<file path="config.mk">
export PLATFORM = sky130hd
export DESIGN_NAME = prbs_multi_generator_flat
export DESIGN_NICKNAME = d
export VERILOG_FILES = /design/src/rtl/prbs_multi_generator_if.sv /design/src/rtl/prbs_multi_generator.sv /design/src/flat_wrapper.sv
export SDC_FILE = /design/constraint.sdc
export NUM_CORES = 1
export LEC_CHECK = 0
export CORE_ASPECT_RATIO = 1.4
export CORE_MARGIN = 5
export CORE_UTILIZATION = 55
export CTS_CLUSTER_SIZE = 12
export DETAILED_ROUTE_END_ITERATION = 6
export GPL_ROUTABILITY_DRIVEN = 0
export PLACE_DENSITY = 0.77
export SLEW_MARGIN = 20
export SYNTH_ARGS = -nofsm -noshare
export SYNTH_HDL_FRONTEND = slang
export SYNTH_SLANG_ARGS = --single-unit
</file>
<file path="constraint.sdc">
create_clock -name clk -period 4.8 [get_ports clk]
set_clock_uncertainty 0.05 [all_clocks]
set_input_delay 0.96 -clock clk [delete_from_list [all_inputs] [get_ports clk]]
set_output_delay 0.96 -clock clk [all_outputs]
set_load 0.03 [all_outputs]
</file>
<file path="src/rtl/prbs_multi_generator_if.sv">
// Control/data bundle for one PRBS lane.
//   master: drives enable, user_freq, mode, seed, seed_load, inject_err;
//           observes signal_out, signal_valid, signal_cycle.
//   slave : the generator side of the same signals.
interface prbs_multi_generator_if #(
  parameter int FREQ_W = 32
);
  logic              enable;
  logic [FREQ_W-1:0] user_freq;
  logic [2:0]        mode;
  logic [30:0]       seed;
  logic              seed_load;
  logic              inject_err;
  logic              signal_out;
  logic              signal_valid;
  logic              signal_cycle;

  modport master (
    output enable, user_freq, mode, seed, seed_load, inject_err,
    input  signal_out, signal_valid, signal_cycle
  );
  modport slave (
    input  enable, user_freq, mode, seed, seed_load, inject_err,
    output signal_out, signal_valid, signal_cycle
  );
endinterface

</file>
<file path="src/rtl/prbs_multi_generator.sv">
// Fibonacci LFSR PRBS source with run-time polynomial select (PRBS7/9/15/23/31),
// loadable seed, clock-enable divider, one-shot error injection and valid/period strobes.
// Ports:
//   clk   system clock
//   reset asynchronous, active-high
//   bus   prbs_multi_generator_if.slave (controls in, signal_out/valid/cycle out)
module prbs_multi_generator #(
  parameter int          FREQ_W       = 32,
  parameter logic [2:0]  DEFAULT_MODE = 3'd4,
  parameter logic [30:0] DEFAULT_SEED = 31'h7FFFFFFF
) (
  input logic                   clk,
  input logic                   reset,
  prbs_multi_generator_if.slave bus
);

  // Active-width mask of the LFSR for a decoded mode.
  function automatic logic [30:0] f_mask(input logic [2:0] m);
    case (m)
      3'd0:    f_mask = 31'h0000007F;
      3'd1:    f_mask = 31'h000001FF;
      3'd2:    f_mask = 31'h00007FFF;
      3'd3:    f_mask = 31'h007FFFFF;
      default: f_mask = 31'h7FFFFFFF;
    endcase
  endfunction

  // Modes 5-7 alias PRBS31.
  function automatic logic [2:0] f_dec(input logic [2:0] m);
    f_dec = (m > 3'd4) ? 3'd4 : m;
  endfunction

  // Seed masked to the active width; all-zero would lock the LFSR, so use all-ones.
  function automatic logic [30:0] f_load(input logic [30:0] s, input logic [2:0] m);
    logic [30:0] v;
    v      = s & f_mask(m);
    f_load = (v == 31'd0) ? f_mask(m) : v;
  endfunction

  localparam logic [2:0]  RST_MODE = f_dec(DEFAULT_MODE);
  localparam logic [30:0] RST_LFSR = f_load(DEFAULT_SEED, RST_MODE);

  logic [2:0]        r_mode;
  logic [30:0]       r_lfsr;
  logic [30:0]       r_per;
  logic [FREQ_W-1:0] r_div;
  logic              r_err;
  logic              r_out;
  logic              r_vld;
  logic              r_cyc;

  logic [2:0]  w_mode;
  logic        w_fb;
  logic [30:0] w_shift;
  logic        w_term;
  logic        w_per_last;
  logic        w_inj;

  assign w_mode = f_dec(bus.mode);
  assign w_inj  = r_err | bus.inject_err;

  always_comb begin
    w_fb = 1'b0;
    case (r_mode)
      3'd0:    w_fb = r_lfsr[6]  ^ r_lfsr[5];
      3'd1:    w_fb = r_lfsr[8]  ^ r_lfsr[4];
      3'd2:    w_fb = r_lfsr[14] ^ r_lfsr[13];
      3'd3:    w_fb = r_lfsr[22] ^ r_lfsr[17];
      default: w_fb = r_lfsr[30] ^ r_lfsr[27];
    endcase
  end

  // Masking keeps bits above the active width at zero.
  assign w_shift    = {r_lfsr[29:0], w_fb} & f_mask(r_mode);
  // Period of an N-bit maximal LFSR is 2^N-1 steps, so the last step sees 2^N-2.
  assign w_per_last = (r_per == (f_mask(r_mode) - 31'd1));
  // >= rather than == so a user_freq lowered below the running count wraps at once.
  assign w_term     = (bus.user_freq <= FREQ_W'(1)) ||
                      (r_div >= (bus.user_freq - FREQ_W'(1)));

  always_ff @(posedge clk or posedge reset) begin
    if (reset) begin
      r_mode <= RST_MODE;
      r_lfsr <= RST_LFSR;
      r_per  <= '0;
      r_div  <= '0;
      r_err  <= 1'b0;
      r_out  <= 1'b0;
      r_vld  <= 1'b0;
      r_cyc  <= 1'b0;
    end else begin
      r_vld <= 1'b0;
      r_cyc <= 1'b0;
      if (bus.seed_load) begin
        r_lfsr <= f_load(bus.seed, r_mode);
        r_div  <= '0;
        r_per  <= '0;
        r_err  <= w_inj;
      end else if (w_mode != r_mode) begin
        r_mode <= w_mode;
        r_lfsr <= f_load(bus.seed, w_mode);
        r_div  <= '0;
        r_per  <= '0;
        r_err  <= w_inj;
      end else if (bus.enable && w_term) begin
        r_div  <= '0;
        r_lfsr <= w_shift;
        r_out  <= w_fb ^ w_inj;     // an injection landing on a step flips that bit
        r_err  <= 1'b0;
        r_vld  <= 1'b1;
        if (w_per_last) begin
          r_per <= '0;
          r_cyc <= 1'b1;
        end else begin
          r_per <= r_per + 31'd1;
        end
      end else begin
        if (bus.enable) r_div <= r_div + FREQ_W'(1);
        r_err <= w_inj;             // held until the next step, even while disabled
      end
    end
  end

  assign bus.signal_out   = r_out;
  assign bus.signal_valid = r_vld;
  assign bus.signal_cycle = r_cyc;

endmodule
</file>
<file path="src/flat_wrapper.sv">
// flat-port wrapper written by rule: the top's interface ports become plain ports
module prbs_multi_generator_flat 
#(
  parameter int          FREQ_W       = 32,
  parameter logic [2:0]  DEFAULT_MODE = 3'd4,
  parameter logic [30:0] DEFAULT_SEED = 31'h7FFFFFFF
)
  (clk, reset, bus_enable, bus_user_freq, bus_mode, bus_seed, bus_seed_load, bus_inject_err, bus_signal_out, bus_signal_valid, bus_signal_cycle);
  prbs_multi_generator_if #(.FREQ_W(FREQ_W)) bus_i ();
  input logic clk;
  input logic reset;
  input wire logic [$bits(bus_i.enable)-1:0] bus_enable;
  input wire logic [$bits(bus_i.user_freq)-1:0] bus_user_freq;
  input wire logic [$bits(bus_i.mode)-1:0] bus_mode;
  input wire logic [$bits(bus_i.seed)-1:0] bus_seed;
  input wire logic [$bits(bus_i.seed_load)-1:0] bus_seed_load;
  input wire logic [$bits(bus_i.inject_err)-1:0] bus_inject_err;
  output wire logic [$bits(bus_i.signal_out)-1:0] bus_signal_out;
  output wire logic [$bits(bus_i.signal_valid)-1:0] bus_signal_valid;
  output wire logic [$bits(bus_i.signal_cycle)-1:0] bus_signal_cycle;
  assign bus_i.enable = bus_enable;
  assign bus_i.user_freq = bus_user_freq;
  assign bus_i.mode = bus_mode;
  assign bus_i.seed = bus_seed;
  assign bus_i.seed_load = bus_seed_load;
  assign bus_i.inject_err = bus_inject_err;
  assign bus_signal_out = bus_i.signal_out;
  assign bus_signal_valid = bus_i.signal_valid;
  assign bus_signal_cycle = bus_i.signal_cycle;
  prbs_multi_generator #(.FREQ_W(FREQ_W), .DEFAULT_MODE(DEFAULT_MODE), .DEFAULT_SEED(DEFAULT_SEED)) u_core (.clk(clk), .reset(reset), .bus(bus_i));
endmodule
</file>
==> results of run 1 <==
where the power goes:
part | switching (mW) | internal (mW)
Clock | 0.354 | 0.359
Sequential | 0.0425 | 0.932
Combinational | 0.227 | 0.204
Total | 0.624 | 1.50
state kept, by name (all words and copies together), names as in the netlist:
| name | cells |
|---|---|
| u_core.bus.signal_cycle | 1 |
| u_core.bus.signal_out | 1 |
| u_core.bus.signal_valid | 1 |
| u_core.r_div | 32 |
| u_core.r_err | 1 |
| u_core.r_lfsr | 31 |
| u_core.r_mode | 3 |
| u_core.r_per | 31 |
cell type report:
| class | instances | area share |
|---|---|---|
| inverter | 22 | 0.00865 |
| clock buffer | 9 | 0.0229 |
| tap | 185 | 0.0235 |
| timing repair buffer | 167 | 0.152 |
| multi-input combinational | 736 | 0.526 |
| clock inverter | 7 | 0.00573 |
| sequential | 101 | 0.261 |
layer usage:
| metal | GRT usage | vias up | share of wire |
|---|---|---|---|
| met5 | 0 | - | 0 |
| met4 | 0.121 | 0 | 0.037 |
| met3 | 0.0364 | 92 | 0.052 |
| met2 | 0.488 | 333 | 0.51 |
| met1 | 0.333 | 3874 | 0.40 |
| li1 | - | 3719 | - |
timing repair:
action                     4_1_cts  5_1_grt
gates resized for setup         29       31
cloned                           2        0
setup buffers                    4        1
hold buffers                     0        0
setup endpoints to repair       94       97
pin swaps                       13       12
cell usage in the layout, fill, tap and decap left out, types with 4 or more instances in the layout:
cell type	instances
o32ai_2	4
nor4_2	4
o22ai_1	14
or3_1	20
xnor2_1	50
dlygate4sd2_1	6
or4_4	5
clkdlybuf4s50_1	64
and2_1	5
dfrtp_1	69
o21ai_0	45
nand3_1	30
xor2_1	20
o22ai_2	8
ha_1	37
o211ai_1	11
a21oi_1	54
clkbuf_16	9
a211oi_1	11
nor3_1	38
nand4_1	27
nand3b_1	4
and3_1	13
nand2_1	88
inv_1	19
a21o_1	9
and4_1	8
a221oi_2	8
o32ai_1	10
nor4_1	16
buf_4	85
nor2_1	71
or4_1	13
dfstp_2	32
a221oi_1	13
buf_6	4
mux2_2	31
o311ai_0	9
synthesized netlist by cell type (3+ instances only):
| cell | number |
|---|---|
| a2111oi_0 | 4 |
| a211oi_1 | 12 |
| a21o_1 | 9 |
| a21oi_1 | 54 |
| a221oi_1 | 21 |
| a311o_1 | 3 |
| a31oi_1 | 3 |
| and2_1 | 5 |
| and3_1 | 13 |
| and4_1 | 8 |
| buf_2 | 4 |
| buf_4 | 3 |
| buf_6 | 5 |
| clkbuf_1 | 44 |
| dfrtp_1 | 69 |
| dfstp_2 | 32 |
| ha_1 | 37 |
| inv_1 | 20 |
| mux2_2 | 31 |
| nand2_1 | 89 |
| nand3_1 | 30 |
| nand3b_1 | 4 |
| nand4_1 | 27 |
| nor2_1 | 76 |
| nor3_1 | 41 |
| nor4_1 | 20 |
| o211ai_1 | 11 |
| o21ai_0 | 45 |
| o22ai_1 | 22 |
| o311ai_0 | 10 |
| o32ai_1 | 14 |
| or3_1 | 21 |
| or4_1 | 17 |
| xnor2_1 | 50 |
| xor2_1 | 20 |
kinds of logic (layout without fill, tap and decap cells):
kind of cell | after synthesis | in the layout | synth area share
compound gates | 232 | 233 | 0.201
fa+ha+maj | 37 | 37 | 0.0594
mux | 34 | 34 | 0.0506
flops | 101 | 101 | 0.330
xor+xnor | 70 | 70 | 0.0787
simple gates | 362 | 362 | 0.236
buf+inv | 79 | 205 | 0.0450
path summary, 6_finish.rpt:
kind,start,endpoint,slack (ps),cells after the start
setup / recovery,bus_user_freq[15],u_core.r_per[27],90,17
hold / removal,u_core.r_err,u_core.r_err,440,2
setup reg to reg,u_core.r_mode[2],u_core.r_per[4],1210,6
hold reg to reg,u_core.r_err,u_core.r_err,440,2
max in group asynchronous,reset,u_core.r_per[24],2820,3
min in group asynchronous,reset,u_core.r_div[3],1020,2
critical path, delay by kind of cell:
family	cells	cell delay, ps
AOI/OAI and AO/OA	3	570
xor gates and xnor gates	1	90
adders and majority gates	1	270
buffers and inverters	4	920
and+or+nand+nor	8	2110
==> results.sh, run 1 <==
export IMPL_totalWireLength_um=22600
export IMPL_dieWidth_um=111
export IMPL_wl_per_cell_um=18.4
export IMPL_slowest_delay_ps=570
export IMPL_irDropWorstVdd_v=0.000188
export IMPL_syn_area_um2=7790
export IMPL_ios=74
export IMPL_tightest_slew_ps=1040
export IMPL_cp_slowest_cell="or4_4"
export IMPL_critPathRequiredTime_ps=5010
export IMPL_post_route_util=0.707
export IMPL_nets=1145
export IMPL_vias=8018
export IMPL_post_route_drc_count=0
export IMPL_finalPower_mw=2.12
export IMPL_area_sequential_um2=2570
export IMPL_fin_cells=1227
export IMPL_vias_per_cell=6.53
export IMPL_synth_ff_type="dfrtp_1"
export IMPL_avgSynthCellArea_um2=8.51
export IMPL_dieArea_um2=16700
export IMPL_first_pass_iters=5
export IMPL_cp_arrival_ps=4920
export IMPL_setup_slack_ps=86.6
export IMPL_synthCells=915
export IMPL_htree_levels=3
export IMPL_fillers=1198
export IMPL_first_iter_violations=728
export IMPL_seq_area_frac_synth=0.330
export IMPL_core_area_um2=13900
export IMPL_setup_violations=0
export IMPL_die_y_um=151
export IMPL_hold_ws_ps=443
export IMPL_grt_pass1_vias=7981
export IMPL_grt_max_degree=53
export IMPL_cap_violations=0
export IMPL_syn_to_final_growth_pct=26.2
export IMPL_yosys_warnings=0
export IMPL_cts_tree="done"
export IMPL_synth_edf_count=0
export IMPL_tns_ps=0
export IMPL_cts_root_buf="clkbuf_16"
export IMPL_yosysUniqueCellTypes=66
export IMPL_cts_buffers=9
export IMPL_p_leak_nw=3.63
export IMPL_synth_top_area_share=0.222
export IMPL_cts_buffer_depth=2
export IMPL_rows=51
export IMPL_startpoint_type="input port"
export IMPL_syn_nets=1023
export IMPL_dp_cells=1205
export IMPL_ys_ff_latch=101
export IMPL_fin_crit_ps=4710
export IMPL_hpwlAfterDp_um=15700
export IMPL_powerDensity_nw_per_um2=216
export IMPL_path_max_fanout=6
export IMPL_track_usage=0.274
export IMPL_antenna_found_initial=0
export IMPL_maxSlewHeadroom=0.304
export IMPL_max_clock_freq_mhz=212
export IMPL_status="complete, no violations"
export IMPL_stdcell_area_um2=9830
export IMPL_synthTopCellsByArea="dfrtp_1 (22%), dfstp_2 (11%), ha_1 (5.9%)"
export IMPL_port_buffers=73
export IMPL_place_ws_ps=-631
export IMPL_path_cells="clkdlybuf4s50_1 -> or4_4 -> or3_4 -> nor2_4 -> nand2_2 -> buf_4 -> nor2_1 -> xnor2_1 -> ha_1 -> nand2_1 -> or4_4 -> and3b_2 -> buf_6 -> o31a_1 -> o211ai_1 -> buf_4 -> o32ai_2"
export IMPL_hold_path_class="register to register"
export IMPL_crit_type="input port to register"
export IMPL_cts_sinks=101
export IMPL_multiInputGateArea_um2=5170
export IMPL_dpl_cell_area_um2=9250
export IMPL_antenna_left=0
export IMPL_hold_viol_final=0
export IMPL_start_util=0.560
export IMPL_crit_path_end_kind="register"
export IMPL_grt_first_pass_wirelength_um=38400
export IMPL_drv_slew=0
export IMPL_cts_reportedPaths_clkPinSlew_ps=70
export IMPL_async_flop_share=1.00
export IMPL_overflow=0
export IMPL_netlist_top_cell_by_area="dfrtp_1"
export IMPL_worstSkewPairLatency_ps=360
export IMPL_n_antenna_cell=0
export IMPL_drive_gt1_frac=0.220
export IMPL_fin_crit_sh=0.982
Note: power is estimated with default switching activity, not from simulation.
==> run 2, diff against run 1 <==
--- a/constraint.sdc
+++ b/constraint.sdc
@@ -4,2 +4,2 @@
 set_output_delay 0.96 -clock clk [all_outputs]
-set_load 0.03 [all_outputs]
+set_load 0.01 [all_outputs]
==> results of run 2 <==
Same layout as run 1 (identical final DEF). Status: complete, no violations.
